[src/rtl/div_round_pack_pkg.sv]
// Single-precision constants, flag bit positions and the record types
// shared by the divider back end (sideband pipe and output FIFO).
package div_round_pack_pkg;

  localparam int FP_BIAS    = 127;
  localparam int FP_EXP_MAX = 255;
  localparam int FP_SIGN_W  = 1;
  localparam int FP_EXP_W   = 8;
  localparam int FP_MAN_W   = 23;
  localparam int FP_SIG_W   = FP_MAN_W + 1;
  localparam int FP_W       = FP_SIGN_W + FP_EXP_W + FP_MAN_W;

  localparam int FLAG_W     = 3;
  localparam int FLAG_OVF   = 2;
  localparam int FLAG_UNF   = 1;
  localparam int FLAG_INX   = 0;

  localparam int EXP_IN_W   = 10;

  // Per-operation data captured with start and carried alongside the divider
  typedef struct packed {
    logic                sign;
    logic [EXP_IN_W-1:0] exponent;
    logic                spec;
    logic [FP_W-1:0]     spec_val;
    logic [FLAG_W-1:0]   spec_flags;
  } side_t;

  // One finished result waiting in the output buffer
  typedef struct packed {
    logic [FP_W-1:0]   result;
    logic [FLAG_W-1:0] flags;
  } entry_t;

  // Assemble an IEEE-754 single from its three fields
  function automatic logic [FP_W-1:0] fp_pack(input logic sign,
                                              input logic [FP_EXP_W-1:0] e,
                                              input logic [FP_MAN_W-1:0] man);
    return {sign, e, man};
  endfunction

endpackage

[src/rtl/div_round_pack_round.sv]
// Combinational normalize / round-to-nearest-even / pack stage for the
// divider quotient. The quotient carries its leading one at bit 24 or 23;
// anything below that is treated as a zero result. WIDTH must be >= 25.
module fp_round_rne
  import div_round_pack_pkg::*;
#(
  parameter int WIDTH = 26
) (
  input  logic [WIDTH-1:0]    quot,
  input  logic                sticky,
  input  logic                sign,
  input  logic [EXP_IN_W-1:0] exp_in,
  output logic [FP_W-1:0]     result,
  output logic [FLAG_W-1:0]   flags
);

  localparam logic signed [11:0] E_MAX = 12'(FP_EXP_MAX);

  logic [FP_SIG_W-1:0]  sig;
  logic                 guard;
  logic                 inc;
  logic                 inexact;
  logic [FP_SIG_W:0]    sum;
  logic signed [11:0]   exp_ext;
  logic signed [11:0]   e_norm;
  logic signed [11:0]   e_fin;
  logic                 unused_bits;

  assign exp_ext = $signed({{2{exp_in[EXP_IN_W-1]}}, exp_in});

  // Normalize: take 24 significand bits below the leading one; bit 0 becomes the guard
  always_comb begin
    sig    = quot[23:0];
    guard  = 1'b0;
    e_norm = exp_ext - 12'sd1;
    if (quot[24]) begin
      sig    = quot[24:1];
      guard  = quot[0];
      e_norm = exp_ext;
    end
  end

  // Round to nearest even; a carry out of 24 bits leaves 1.000 and bumps the exponent
  always_comb begin
    inc     = guard & (sticky | sig[0]);
    inexact = guard | sticky;
    sum     = {1'b0, sig} + {{FP_SIG_W{1'b0}}, inc};
    e_fin   = sum[FP_SIG_W] ? (e_norm + 12'sd1) : e_norm;
  end

  // Classify into zero / overflow / underflow / normal and pack the result
  always_comb begin
    result           = fp_pack(sign, e_fin[FP_EXP_W-1:0], sum[FP_MAN_W-1:0]);
    flags            = '0;
    flags[FLAG_INX]  = inexact;
    if (quot[24:23] == 2'b00) begin
      result = {sign, {(FP_W-1){1'b0}}};
      flags  = '0;
    end else if (e_fin >= E_MAX) begin
      result          = fp_pack(sign, {FP_EXP_W{1'b1}}, {FP_MAN_W{1'b0}});
      flags           = '0;
      flags[FLAG_OVF] = 1'b1;
      flags[FLAG_INX] = 1'b1;
    end else if (e_fin <= 12'sd0) begin
      result          = {sign, {(FP_W-1){1'b0}}};
      flags           = '0;
      flags[FLAG_UNF] = 1'b1;
      flags[FLAG_INX] = 1'b1;
    end
  end

  // Quotient top bit is always zero and sum[23] is the implied leading one
  assign unused_bits = ^{quot, sum[FP_SIG_W-1]};

endmodule

[src/rtl/div_round_pack.sv]
// Back end of the fraction divider: carries each operation's sideband
// alongside the divider, rounds the quotient when it emerges, and buffers
// results in a small in-order FIFO. A credit counter covering in-flight
// tags plus buffered results guarantees the FIFO never overflows.
// STAGES must be >= 2.
module div_round_pack
  import div_round_pack_pkg::*;
#(
  parameter int WIDTH  = 26,
  parameter int STAGES = 2
) (
  input  logic                clk,
  input  logic                rst,
  input  logic                start,
  output logic                in_ready,
  input  logic                sign_in,
  input  logic [EXP_IN_W-1:0] exp_in,
  input  logic                spec_in,
  input  logic [FP_W-1:0]     spec_val,
  input  logic [FLAG_W-1:0]   spec_flags,
  input  logic [WIDTH-1:0]    quot,
  input  logic                sticky,
  output logic                out_valid,
  input  logic                out_ready,
  output logic [FP_W-1:0]     result,
  output logic [FLAG_W-1:0]   flags
);

  localparam int LAT   = STAGES - 1;
  localparam int DEPTH = LAT + 1;
  localparam int CW    = $clog2(DEPTH + 1);
  localparam int PW    = (DEPTH > 1) ? $clog2(DEPTH) : 1;

  logic              accept;
  logic              push;
  logic              pop;
  logic [LAT-1:0]    tag_pipe;
  side_t             side_pipe [LAT];
  side_t             side_head;
  entry_t            fifo_mem [DEPTH];
  entry_t            push_entry;
  entry_t            head_entry;
  logic [PW-1:0]     wr_ptr;
  logic [PW-1:0]     rd_ptr;
  logic [CW-1:0]     fifo_cnt;
  logic [CW-1:0]     count;
  logic [FP_W-1:0]   rnd_result;
  logic [FLAG_W-1:0] rnd_flags;

  // Circular pointer advance that works for any DEPTH
  function automatic logic [PW-1:0] next_ptr(input logic [PW-1:0] p);
    return (p == PW'(DEPTH - 1)) ? '0 : p + 1'b1;
  endfunction

  assign in_ready  = (count < CW'(DEPTH));
  assign accept    = start & in_ready;
  assign push      = tag_pipe[LAT-1];
  assign side_head = side_pipe[LAT-1];
  assign out_valid = (fifo_cnt != '0);
  assign pop       = out_valid & out_ready;

  // Tag pipe: a 1 at the last stage marks the cycle quot/sticky belong to an operation
  always_ff @(posedge clk or posedge rst) begin
    if (rst) begin
      tag_pipe <= '0;
    end else begin
      tag_pipe[0] <= accept;
      for (int i = 1; i < LAT; i++) begin
        tag_pipe[i] <= tag_pipe[i-1];
      end
    end
  end

  // Sideband pipe: data only, qualified by the tag pipe so it needs no reset
  always_ff @(posedge clk) begin
    if (accept) begin
      side_pipe[0] <= {sign_in, exp_in, spec_in, spec_val, spec_flags};
    end
    for (int i = 1; i < LAT; i++) begin
      side_pipe[i] <= side_pipe[i-1];
    end
  end

  fp_round_rne #(
    .WIDTH(WIDTH)
  ) u_round (
    .quot   (quot),
    .sticky (sticky),
    .sign   (side_head.sign),
    .exp_in (side_head.exponent),
    .result (rnd_result),
    .flags  (rnd_flags)
  );

  // Special results bypass the rounder and ignore the quotient entirely
  always_comb begin
    push_entry.result = rnd_result;
    push_entry.flags  = rnd_flags;
    if (side_head.spec) begin
      push_entry.result = side_head.spec_val;
      push_entry.flags  = side_head.spec_flags;
    end
  end

  // FIFO storage: written in the tagged cycle, never reset
  always_ff @(posedge clk) begin
    if (push) begin
      fifo_mem[wr_ptr] <= push_entry;
    end
  end

  // FIFO pointers, occupancy and the credit count (in-flight tags + buffered entries)
  always_ff @(posedge clk or posedge rst) begin
    if (rst) begin
      wr_ptr   <= '0;
      rd_ptr   <= '0;
      fifo_cnt <= '0;
      count    <= '0;
    end else begin
      if (push) begin
        wr_ptr <= next_ptr(wr_ptr);
      end
      if (pop) begin
        rd_ptr <= next_ptr(rd_ptr);
      end
      fifo_cnt <= fifo_cnt + CW'(push) - CW'(pop);
      count    <= count + CW'(accept) - CW'(pop);
    end
  end

  // Head of the FIFO drives the outputs; zero while empty so reset shows all-zero
  always_comb begin
    head_entry = fifo_mem[rd_ptr];
    result     = '0;
    flags      = '0;
    if (out_valid) begin
      result = head_entry.result;
      flags  = head_entry.flags;
    end
  end

endmodule

[config.mk]
export PLATFORM = sky130hd
export DESIGN_NAME = div_round_pack
export DESIGN_NICKNAME = d
export VERILOG_FILES = /design/src/rtl/div_round_pack_pkg.sv /design/src/rtl/div_round_pack_round.sv /design/src/rtl/div_round_pack.sv
export SDC_FILE = /design/constraint.sdc
export NUM_CORES = 1
export LEC_CHECK = 0
export ABC_AREA = 1
export BUFFER_PORTS_ARGS = -buffer_cell sky130_fd_sc_hd__clkbuf_2
export CAP_MARGIN = 20
export CORE_MARGIN = 5
export CORE_UTILIZATION = 52
export CTS_CLUSTER_DIAMETER = 200
export DETAILED_ROUTE_END_ITERATION = 8
export PLACE_DENSITY = 0.89
export SKIP_CTS_REPAIR_TIMING = 1
export SYNTH_ARGS = -nofsm -noshare
export SYNTH_HDL_FRONTEND = slang
export SYNTH_HIERARCHICAL = 1
export SYNTH_SLANG_ARGS = --single-unit
[constraint.sdc]
create_clock -name clk -period 2.9 [get_ports clk]
set_clock_uncertainty 0.1 [all_clocks]
set_input_delay 0.58 -clock clk [delete_from_list [all_inputs] [get_ports clk]]
set_output_delay 0.58 -clock clk [all_outputs]
set_load 0.1 [all_outputs]
Yosys cells after proc, flatten, opt, wreduce, memory -nomap -nowiden. Memories as Yosys holds them, arrays and structs flattened. Cells that the tools add are included. Widths: inputs -> output; s select.

Bits in registers: 7. RAM bits: 117. Memories: 2.

$add $sub $neg: 9. Order comparisons: 3. Mux-type cells: 19. Bitwise operators: 5. Reductions and logical operators: 2.

Memory list: fifo_mem (depth 2, width 35, rd ports 1, clocked after Yosys merged registers in 0, write ports 1, line div_round_pack.sv:40) `entry_t fifo_mem [DEPTH];`; side_pipe (depth 1, width 47, rd ports 1, clocked after Yosys merged registers in 0, write ports 1, line div_round_pack.sv:38) `side_t side_pipe [LAT];`.

Operators by type and width (count): $mux 31 (3); $mux 35 (1); $mux 32 (1); $add 24x1->25 (1); $mux 12 (2); $mux 24 (1); $add 12x2->12 const B (1); $ge 12x9->1 const B (1); $le 12x1->1 const B (1); $sub 10x2->11 const B (1); $mux 3 (3); $mux 1 (7); $add 2x1->2 (2); $sub 2x1->2 (2); $and 1x1->1 (3); $add 1x1->1 const B (2); $logic_not 2->1 (1); $lt 2x2->1 const B (1); $mux 2 (1); $or 1x1->1 (2); $reduce_bool 2->1 (1).

Logic depth before layout (Yosys ltp).
Depth after elaboration: 10. Depth in mapped cells: 24.

By module. Netlist, hierarchy kept.

By module, submodules not included: div_round_pack (instances 1, cells each 394, area an instance 5007.3 um^2); fp_round_rne (instances 1, cells each 428, area an instance 2043.2 um^2).

Worst setup path before layout. Ideal clock, no wire load.

Kind: in2reg. Start point: input start. End point: register count[1]. Library setup time: 0.117 ns. Arrival time: 3.216 ns. Data required time: 2.683 ns. Setup slack: -0.533 ns. Stages on the path: 6. Buffers on the path: 0. Cell sequence: inv_1 -> nor2_1 -> ha_1 -> inv_1 -> nand2_1 -> nand2_1.

Longest elaborated chain between the ends: 3.

RTL lines: start, declared (line div_round_pack.sv:14) `input logic start,`; $and 1x1->1 (line div_round_pack.sv:56) `assign accept = start & in_ready;`; net accept (line div_round_pack.sv:34) `logic accept;`; $add 2x1->2 (line div_round_pack.sv:127) `count <= count + CW'(accept) - CW'(pop);`; $sub 2x1->2 (line div_round_pack.sv:127); end signal, assigned (line div_round_pack.sv:127); end, declared (line div_round_pack.sv:46) `logic [CW-1:0] count;`.

The timed path passes the listed nets, and every way through them passes these cells. A chain may end at the register's enable or synchronous reset.

==> flow_summary.toml <==
[status]
status = "finished with violations"
failed_checks = "negative setup slack"

[sta]
rsz0062_at_grt = "yes"
max_freq_ghz = 0.331
finalHoldViolations = 0
worst_pin_slew_ns = 0.833
report.final.slew_viol_count = 0
period_share_pct = 104
finalSetupTns_ns = -4.53
relSlewSlack_pct = 44.4
fin_ws_ns = -0.125
post-route-min-period_ns = 3.03
setup_viol = 66

[die]
fp-row-count = 42
die_height_um = 126
num_io_pins = 115
core_area_sq_um = 13300
die_x_um = 126
start_util_pct = 53.0
die_area_sq_um = 16000

[power_and_ir_drop]
ir_drop_v = 0.000692
p_int_mw = 5.23
leakagePower_nw = 4.26
clkPwrFrac_pct = 21.0
switching_power_mw = 4.90
seq_power_share_pct = 26.0
powerDensity_nw_per_um2 = 1040
switching_share_pct = 48.4
p_comb_share_pct = 53.1

[global_routing]
grt_pass1_wl_um = 29700
grt_pass1_vias = 6196
grt_max_degree = 71
antenna_found_initial = 0
grt_overflow_total = 0
grt_util_all_layers_pct = 23.4

[yosys]
syn-num-nets = 908
ys_types = 40
synthAdderAreaFrac_pct = 1.42
yosysWarnings = 6
synth-seq-cells = 124
synth_top_flop_cell = "edfxtp_1"
synth.area.mux_share_pct = 0
avgSynthCellArea_sq_um = 8.58
synth-compound-area-share_pct = 8.71
syn-instance-count = 822
synth_edf_count = 117
synthXorXnorAreaFrac_pct = 0.745
synth_top_family_by_area = "simple AND/OR/NAND/NOR gates"
ys_seq_area_share_pct = 52.3
synth-async-reset-ratio_pct = 5.65
yosys.area_share.simple_pct = 26.9
syn-cell-area_sq_um = 7050

[clock_network]
cts_sinks = 124
clock_path_buffers = 2
cts_buffers = 17
clk_pin_slew_worst_paths_ns = 0.06
htreeDepth = 4
root_buffer = "clkbuf_16"
clk_latency_ns = 0.42
cts_tree = "done"

[setup_path]
endpoint_kind = "register"
crit_path_max_incr_delay_ns = 0.20
crit_fanout = 10
cp_slowest_cell = "nor2_4"
path_common_cell = "nand2_1"
worst_ep_arrival_time_ns = 3.16
crit_chain = "buf_12 > buf_8 > o211a_4 > ha_4 > ha_4 > nand3_4 > nor2_4 > inv_2 > nor2_4 > nand2_4 > nand2_1 > nand2_2 > inv_2 > nand3_1 > nor2_2 > inv_1 > nor2_1 > nand2_1 > nand2_2 > nand2_4 > nand2_1 > inv_1 > o21ai_1"
required_ns = 3.03
path_class = "input port to register"
start_kind = "input port"

[final_layout]
final_cells = 1216
areaGrowthSynthToFinish_pct = 38.4
drive_gt1_share_pct = 39.7
layout_common_cells = "nand2_1, edfxtp_1, buf_4"
antenna_cells = 0
layout_commonest_cell = "nand2_1"
nets = 1114

[detailed_routing]
drtAntennaViolNets = 0
first_pass_iters = 5
wire_per_inst_um = 17.2
drc = 0
via_per_inst = 5.47
wl_um = 20900
num_vias = 6646
drt-initial-drc-count = 729

[place]
place_hpwl_um = 13100
gp_congestion = 0.897
dp_cells = 1178
io_buffers = 113

[job]
maxCapViolations = 0

[min_path]
hp-class = "input port to register"
## layout make-up
cell class / instances / area [sq um]
multi-input combinational: 552 / 3110
clock buffer: 18 / 429
sequential: 124 / 3690
clock inverter: 13 / 150
fill: 835 / 3540
tap: 176 / 220
inverter: 117 / 454
timing repair buffer: 216 / 1700
## routing by layer
layer | global-route usage (%) | share of wire (%)
met5 | 0 | 0
met4 | 10.9 | 4.8
met3 | 5.76 | 7.6
met2 | 39.7 | 50
met1 | 28.0 | 38
## worst max-delay path: cells and delay by family
family,cells,cell delay [ns]
and+or+nand+nor,13,1.46
buffers and inverters,6,0.46
AOI/OAI and AO/OA,2,0.36
adders and majority gates,2,0.29
## synthesized netlist by cell type, types with 2 or more instances
| library cell | count | area (sq um) |
|---|---|---|
| inv_2 | 4 | 15.0 |
| nor2_4 | 4 | 45.0 |
| dfrtp_1 | 7 | 175 |
| clkbuf_1 | 2 | 7.51 |
| inv_1 | 111 | 417 |
| a21oi_1 | 23 | 115 |
| buf_4 | 3 | 22.5 |
| o21ai_1 | 6 | 30.0 |
| nand2_4 | 3 | 33.8 |
| nand4_1 | 12 | 75.1 |
| nor2_1 | 46 | 173 |
| nand3_1 | 49 | 245 |
| o21ai_0 | 48 | 240 |
| buf_6 | 13 | 146 |
| edfxtp_1 | 117 | 3510 |
| nand2_1 | 285 | 1070 |
| nor2_2 | 15 | 93.8 |
| nand2_2 | 3 | 18.8 |
| a21oi_2 | 18 | 158 |
| o21bai_1 | 3 | 22.5 |
| or2_2 | 4 | 25.0 |
| clkbuf_2 | 3 | 15.0 |
| buf_8 | 2 | 30.0 |
| nor3_1 | 2 | 10.0 |
| ha_1 | 8 | 100 |
| nand3b_1 | 3 | 22.5 |
| buf_2 | 6 | 30.0 |
| o211ai_1 | 4 | 30.0 |
| nor4_1 | 2 | 12.5 |
| xor2_1 | 6 | 52.6 |
## power by group through the flow
stage	sequential, mW	clock, mW	combinational (mW)
global placement	2.62	0	5.07
detailed placement	2.64	0	5.16
floorplan	2.59	0	3.82
global route	2.66	2.22	5.62
finish	2.63	2.13	5.38
CTS	2.62	2.11	5.21
## logic make-up (layout without fill, tap and decap cells)
kind of cell / after synthesis / count (layout)
fa+ha+maj: 8 / 8
buf+inv: 146 / 364
xor+xnor: 6 / 6
simple gates: 434 / 434
flops: 124 / 124
compound gates: 104 / 104
## stage by stage
step | util [%] | total power [mW] | setup WS, ns | hold WS [ns] | instance area (sq um)
5_1_grt | 73.4 | 10.5 | -0.240 | 0.224 | 9760
3_5_place_dp | 65.7 | 7.80 | -0.679 | 0.407 | 8740
6_report | 73.4 | 10.1 | -0.125 | 0.233 | 9760
2_1_floorplan | - | 6.41 | -0.168 | 0.283 | 7170
4_1_cts | 70.1 | 9.93 | -0.266 | -0.0363 | 9320
3_3_place_gp | 65.7 | 7.69 | -0.492 | 0.394 | 8740
## state kept, by name, summed over array words and instances (netlist names)
register,count
count,2
fifo_cnt,2
fifo_mem,70
push,1
rd_ptr,1
side_pipe,47
wr_ptr,1
## path summary, 6_finish.rpt
| path | depth (start not counted) | startpoint | slack (ns) | end |
|---|---|---|---|---|
| max reg2reg | 20 | side_pipe[0][38] | -0.04 | fifo_mem[0][30] |
| min | 1 | spec_val[2] | 0.23 | side_pipe[0][5] |
| min in group asynchronous | 3 | rst | 0.52 | count[1] |
| min reg2reg | 1 | wr_ptr | 0.44 | wr_ptr |
| max in group asynchronous | 3 | rst | 1.97 | fifo_cnt[0] |
| max | 23 | quot[24] | -0.13 | fifo_mem[0][30] |
No activity file was read; power rests on OpenSTA's default activity.
